==> config.mk <==
export PLATFORM = sky130hd
export DESIGN_NAME = lifo_arbiter
export DESIGN_NICKNAME = d
export VERILOG_FILES = /design/src/rtl/lifo_arb_pkg.sv /design/src/rtl/rr_arbiter.sv /design/src/rtl/lifo_arbiter.sv
export SDC_FILE = /design/constraint.sdc
export NUM_CORES = 1
export LEC_CHECK = 0
export ABC_AREA = 1
export CAP_MARGIN = 5
export CORE_ASPECT_RATIO = 0.6
export CORE_MARGIN = 5
export CORE_UTILIZATION = 64
export CTS_BUF_LIST = sky130_fd_sc_hd__clkbuf_16
export DETAILED_ROUTE_END_ITERATION = 7
export DONT_BUFFER_PORTS = 1
export GPL_ROUTABILITY_DRIVEN = 0
export MAX_ROUTING_LAYER = met4
export PLACE_DENSITY = 0.82
export RECOVER_POWER = 50
export SYNTH_ARGS = -nofsm -noshare
export SYNTH_HDL_FRONTEND = slang
export SYNTH_SLANG_ARGS = --single-unit
==> constraint.sdc <==
create_clock -name clk_i -period 10.9 [get_ports clk_i]
set_input_delay 3.27 -clock clk_i [delete_from_list [all_inputs] [get_ports clk_i]]
set_output_delay 3.27 -clock clk_i [all_outputs]
set_load 0.1 [all_outputs]
==> src/rtl/lifo_arb_pkg.sv <==
// Shared types and helpers for the LIFO arbiter slice.
//   op_t      : operation a requester is asking for this cycle
//   req_idx_w : width of a requester index (at least 1 bit)
package lifo_arb_pkg;

  localparam int unsigned N_REQ_DEFAULT  = 4;
  localparam int unsigned DWIDTH_DEFAULT = 16;

  typedef enum logic [1:0] {
    OP_NONE,
    OP_PUSH,
    OP_POP
  } op_t;

  function automatic int unsigned req_idx_w(input int unsigned n);
    return (n > 1) ? $clog2(n) : 1;
  endfunction

endpackage

==> src/rtl/rr_arbiter.sv <==
// Generic round-robin arbiter.
//   clk_i     : clock
//   arst_i    : asynchronous active-high reset (pointer -> N-1, index 0 first)
//   elig_i    : per-requester eligibility
//   gnt_o     : one-hot grant (or zero), combinational
//   gnt_idx_o : index of the granted requester
//   gnt_vld_o : a grant is present this cycle
module rr_arbiter
  import lifo_arb_pkg::*;
#(
  parameter int unsigned N    = N_REQ_DEFAULT,
  parameter int unsigned IdxW = req_idx_w(N)
) (
  input  logic            clk_i,
  input  logic            arst_i,
  input  logic [N-1:0]    elig_i,
  output logic [N-1:0]    gnt_o,
  output logic [IdxW-1:0] gnt_idx_o,
  output logic            gnt_vld_o
);

  logic [IdxW-1:0] r_ptr;
  logic [IdxW-1:0] w_idx;
  logic            w_found;
  logic [N-1:0]    w_gnt;

  // Search starts strictly after the last winner and wraps, so the last
  // winner is considered last.
  always_comb begin
    int unsigned idx;
    w_found = 1'b0;
    w_idx   = '0;
    w_gnt   = '0;
    for (int unsigned off = 1; off <= N; off++) begin
      idx = 32'(r_ptr) + off;
      if (idx >= N) idx = idx - N;
      if (!w_found && elig_i[idx]) begin
        w_found = 1'b1;
        w_idx   = IdxW'(idx);
      end
    end
    for (int unsigned k = 0; k < N; k++) begin
      w_gnt[k] = w_found && (w_idx == IdxW'(k));
    end
  end

  always_ff @(posedge clk_i or posedge arst_i) begin
    if (arst_i) begin
      r_ptr <= IdxW'(N - 1);
    end else if (w_found) begin
      r_ptr <= w_idx;
    end
  end

  assign gnt_o     = w_gnt;
  assign gnt_idx_o = w_idx;
  assign gnt_vld_o = w_found;

endmodule

==> src/rtl/lifo_arbiter.sv <==
// Shares one LIFO between N_REQ requesters with round-robin arbitration.
// At most one push or pop reaches the LIFO per cycle; pop data is routed back
// to the granted requester one cycle later.
//   clk_i, arst_i           : clock, asynchronous active-high reset
//   req_push_i/req_pop_i    : per-requester level requests, held until ready
//   req_data_i              : push data, slice k for requester k
//   req_ready_o             : one-hot grant
//   rsp_valid_o/rsp_data_o  : one-hot pop response and shared pop data
//   lifo_*                  : connection to the LIFO ports
module lifo_arbiter
  import lifo_arb_pkg::*;
#(
  parameter int unsigned N_REQ  = N_REQ_DEFAULT,
  parameter int unsigned DWIDTH = DWIDTH_DEFAULT
) (
  input  logic                    clk_i,
  input  logic                    arst_i,
  input  logic [N_REQ-1:0]        req_push_i,
  input  logic [N_REQ-1:0]        req_pop_i,
  input  logic [N_REQ*DWIDTH-1:0] req_data_i,
  output logic [N_REQ-1:0]        req_ready_o,
  output logic [N_REQ-1:0]        rsp_valid_o,
  output logic [DWIDTH-1:0]       rsp_data_o,
  output logic                    lifo_wrreq_o,
  output logic [DWIDTH-1:0]       lifo_data_o,
  output logic                    lifo_rdreq_o,
  input  logic [DWIDTH-1:0]       lifo_q_i,
  input  logic                    lifo_empty_i,
  input  logic                    lifo_full_i
);

  localparam int unsigned REQ_IDX_W = req_idx_w(N_REQ);

  op_t                  w_op [N_REQ];
  logic [N_REQ-1:0]     w_elig;
  logic [N_REQ-1:0]     w_gnt;
  logic [REQ_IDX_W-1:0] w_gnt_idx;
  logic                 w_gnt_vld;
  op_t                  w_gnt_op;
  logic [N_REQ-1:0]     r_rsp_valid;

  // Push has priority over a simultaneous pop from the same requester; the
  // pop stays pending. A requester whose selected op is blocked simply waits.
  // Eligibility is masked during reset so nothing reaches the LIFO.
  always_comb begin
    for (int unsigned k = 0; k < N_REQ; k++) begin
      w_op[k] = OP_NONE;
      if (req_push_i[k])     w_op[k] = OP_PUSH;
      else if (req_pop_i[k]) w_op[k] = OP_POP;
      w_elig[k] = !arst_i && (((w_op[k] == OP_PUSH) && !lifo_full_i) ||
                              ((w_op[k] == OP_POP)  && !lifo_empty_i));
    end
  end

  rr_arbiter #(
    .N    (N_REQ),
    .IdxW (REQ_IDX_W)
  ) u_rr_arbiter (
    .clk_i     (clk_i),
    .arst_i    (arst_i),
    .elig_i    (w_elig),
    .gnt_o     (w_gnt),
    .gnt_idx_o (w_gnt_idx),
    .gnt_vld_o (w_gnt_vld)
  );

  always_comb begin
    w_gnt_op     = OP_NONE;
    lifo_data_o  = '0;
    if (w_gnt_vld) w_gnt_op = w_op[w_gnt_idx];
    lifo_wrreq_o = (w_gnt_op == OP_PUSH);
    lifo_rdreq_o = (w_gnt_op == OP_POP);
    if (lifo_wrreq_o) lifo_data_o = req_data_i[w_gnt_idx*DWIDTH +: DWIDTH];
  end

  // LIFO read latency is one cycle, so the response flag is the pop grant
  // delayed by one register stage.
  always_ff @(posedge clk_i or posedge arst_i) begin
    if (arst_i) begin
      r_rsp_valid <= '0;
    end else begin
      r_rsp_valid <= w_gnt & {N_REQ{lifo_rdreq_o}};
    end
  end

  assign req_ready_o = w_gnt;
  assign rsp_valid_o = r_rsp_valid;
  assign rsp_data_o  = (|r_rsp_valid) ? lifo_q_i : '0;

endmodule

==> metrics.csv, run 1 <==
metric,value,unit
class of the worst hold path,flop to flop,
initial antenna violation count,0,
vias in the first global route,1786,
Setup CP Type,input port to output port,
worst-path cell chain,inv_1 > nand3_1 > nand2_1 > nand2_1 > nand2_1 > nand4_4 > nand2_2 > inv_2 > nor2_1,
Die X-Extent,76.4,um
syn avg cell area,4.98,um2
# port buffers,0,
initial core utilization,67.1,%
core area,2520,um2
"delay-heaviest family, CP",simple AND/OR/NAND/NOR gates,
RSZ-0062 raised after global routing,false,
period utilisation layout,91.6,%
"FF+latch count, synth",6,
Worst slew margin,-21.1,%
Max Cap Viol,12,
"commonest non-fill, non-tap cell in the layout",nand2_1,
final hold violation count,0,
final net count,429,
cts repair resizes,0,
# rows,14,
Total Wirelength,4.94,mm
setup TNS,0,ns
total track usage,25.9,%
maximum clock rate,0.100,GHz
clock latency on the worst-skew pair,0.23,ns
post-synthesis sequential area ratio,9.02,%
hold path depth,2,
GRT overflow,0,
status,"finished, violations left",
vias,1974,
total clock sinks,6,
WL/cell,13.5,um
CP startpoint kind,input port,
Worst-path clk slew,0.04,ns
Max Clock Skew,0.00192,ns
Critical Path Slowest Stage Cell,nor2_1,
Setup Viol. Count Final,0,
Bufs on Longest Clock Path,2,
n_diodes,0,
IO Pins,134,
setup bufs post-CTS,0,
DP Wirelength,3.95,mm
syn nets,432,
r2r setup slk,6.73,ns
failing checks,"capacitance limit, slew limit",
Area after DPL,1750,um2
Yosys warning total,0,
Crit Path Max Fanout,38,
post-route ant nets,0,
synthesized netlist cell count,340,
worst hold path startpoint,u_rr_arbiter.r_ptr[1]$_DFFE_PP1P_,
Post-Layout Inst Area,1790,um2
share of cells above drive strength 1,16.1,%
total CTS buffers,3,
Area growth syn-to-layout,5.70,%
Die Ht,49.8,um
CP arrival,6.71,ns
number of synthesized flops with an enable pin,0,
"commonest non-fill, non-tap cells in the layout","nand2_1, nand3_1, inv_1, nor2_1, nor2_2",
Pre-antenna DRT Iters,4,
Starting DRT DRC Count,137,
fin crit period,9.98,ns
hold path endpoint,u_rr_arbiter.r_ptr[1]$_DFFE_PP1P_,
CTS hold repair buffers,0,
CTS Root Buffer Type,clkbuf_16,
synthesized area,1690,um2
Worst EP required,7.63,ns
Post-synth ARST share,100,%
RR Endpoint,rsp_valid_o[1]$_DFF_PP0_,
delay of the slowest critical-path stage,1.38,ns
drt via density,5.38,
Crit. End Element,output port,
Buf/Inv on CP,2,
CTS HTree Levels,1,
largest net degree at the start of global routing,39,
Hold WS,0.619,ns
first-pass GRT wire length,8.25,mm
CP most frequent cell,nand2_1,
R2R depth,10,
start of the worst register-to-register path,u_rr_arbiter.r_ptr[0]$_DFFE_PP1P_,
Netlist cell types,25,
die area,3810,um2
worst-margin pin slew,1.81,ns
drt drc,0,
ys flop type,dfrtp_1,
TritonCTS clock tree,yes,
max-slew violations,13,
-- synthesized netlist by cell type (2+ instances only) --
| master | instances | area, um2 |
|---|---|---|
| nand2_1 | 149 | 559 |
| nand3_1 | 51 | 255 |
| inv_1 | 47 | 176 |
| nor2_1 | 30 | 113 |
| nor2_4 | 9 | 101 |
| inv_2 | 8 | 30.0 |
| nand2_2 | 6 | 37.5 |
| buf_2 | 5 | 25.0 |
| clkbuf_1 | 4 | 15.0 |
| dfrtp_1 | 4 | 100 |
| nand4_1 | 4 | 25.0 |
| buf_6 | 3 | 33.8 |
| buf_4 | 2 | 15.0 |
| dfstp_2 | 2 | 52.6 |
| nand2_4 | 2 | 22.5 |
| nand3_2 | 2 | 20.0 |
| nand3b_1 | 2 | 15.0 |
| nor2_2 | 2 | 12.5 |
| o21ai_0 | 2 | 10.0 |
-- stage by stage --
| stage | setup slack [ns] | util (%) | instances |
|---|---|---|---|
| floorplan | 1.81 | - | 340 |
| global placement | 1.52 | 69.2 | 364 |
| detailed placement | 1.45 | 69.2 | 364 |
| CTS | 1.43 | 72.2 | 367 |
| global route | 0.631 | 70.9 | 367 |
| finish | 0.917 | 70.9 | 367 |
-- worst max-delay path by stage --
stage | start | to | slack, ns | cells past startpoint
2_1_floorplan | arst_i | lifo_data_o[5] | 1.81 | 17
3_3_place_gp | lifo_empty_i | lifo_data_o[9] | 1.52 | 14
3_5_place_dp | arst_i | lifo_data_o[12] | 1.45 | 13
4_1_cts | arst_i | lifo_data_o[12] | 1.43 | 13
5_1_grt | arst_i | lifo_data_o[14] | 0.63 | 13
6_report | arst_i | req_ready_o[1] | 0.92 | 9
-- worst reg2reg max path, stage by stage, from the launching register on --
cell and delay, ns:
dfstp_2 0.68, inv_2 0.11, nand3_2 0.09, nand2_1 0.10, nor2_2 0.22, nand4_4 0.44
nand2_2 0.72, inv_2 0.10, nor2_1 1.38, inv_1 0.11, nor2_1 0.16
-- registers in the layout (all words and copies together) (netlist names) --
name	flops
rsp_valid_o	4
u_rr_arbiter.r_ptr	2
-- routing by layer --
layer | track usage [%] | share of wire [%] | up-vias
li1 | - | - | 1014
met1 | 33.3 | 41 | 871
met2 | 43.3 | 49 | 84
met3 | 4.18 | 9.4 | 5
met4 | 5.23 | 0.69 | 0
met5 | - | 0 | -
-- final cells by class --
cell class	count	area, um2
clock buffers	3	75.1
fillers	235	734
inverters	55	206
multi-input cells	263	1250
flip-flops and latches	6	153
well taps	32	40.0
repair buffers	8	60.1
-- logic make-up (layout without fill, tap and decap cells) --
group / after synthesis / after routing / share of synthesized area, %
flip-flops: 6 / 6 / 9.02
AND/OR/NAND/NOR: 259 / 259 / 70.3
buffers and inverters: 71 / 66 / 18.9
XOR/XNOR: 1 / 1 / 0.962
AO/OA/AOI/OAI: 3 / 3 / 0.887
Power of run 1 is left out: the tool's default activity adds up to more than one toggle a clock period on the data nets, which glitch-free logic cannot reach.
==> run 2: changes to the inputs <==
SKIP_CTS_REPAIR_TIMING = 1   (was default)
==> results of run 2 <==
No change in the layout: final DEF, timing and power equal those of run 1.
Power of run 2 is left out for the same reason.
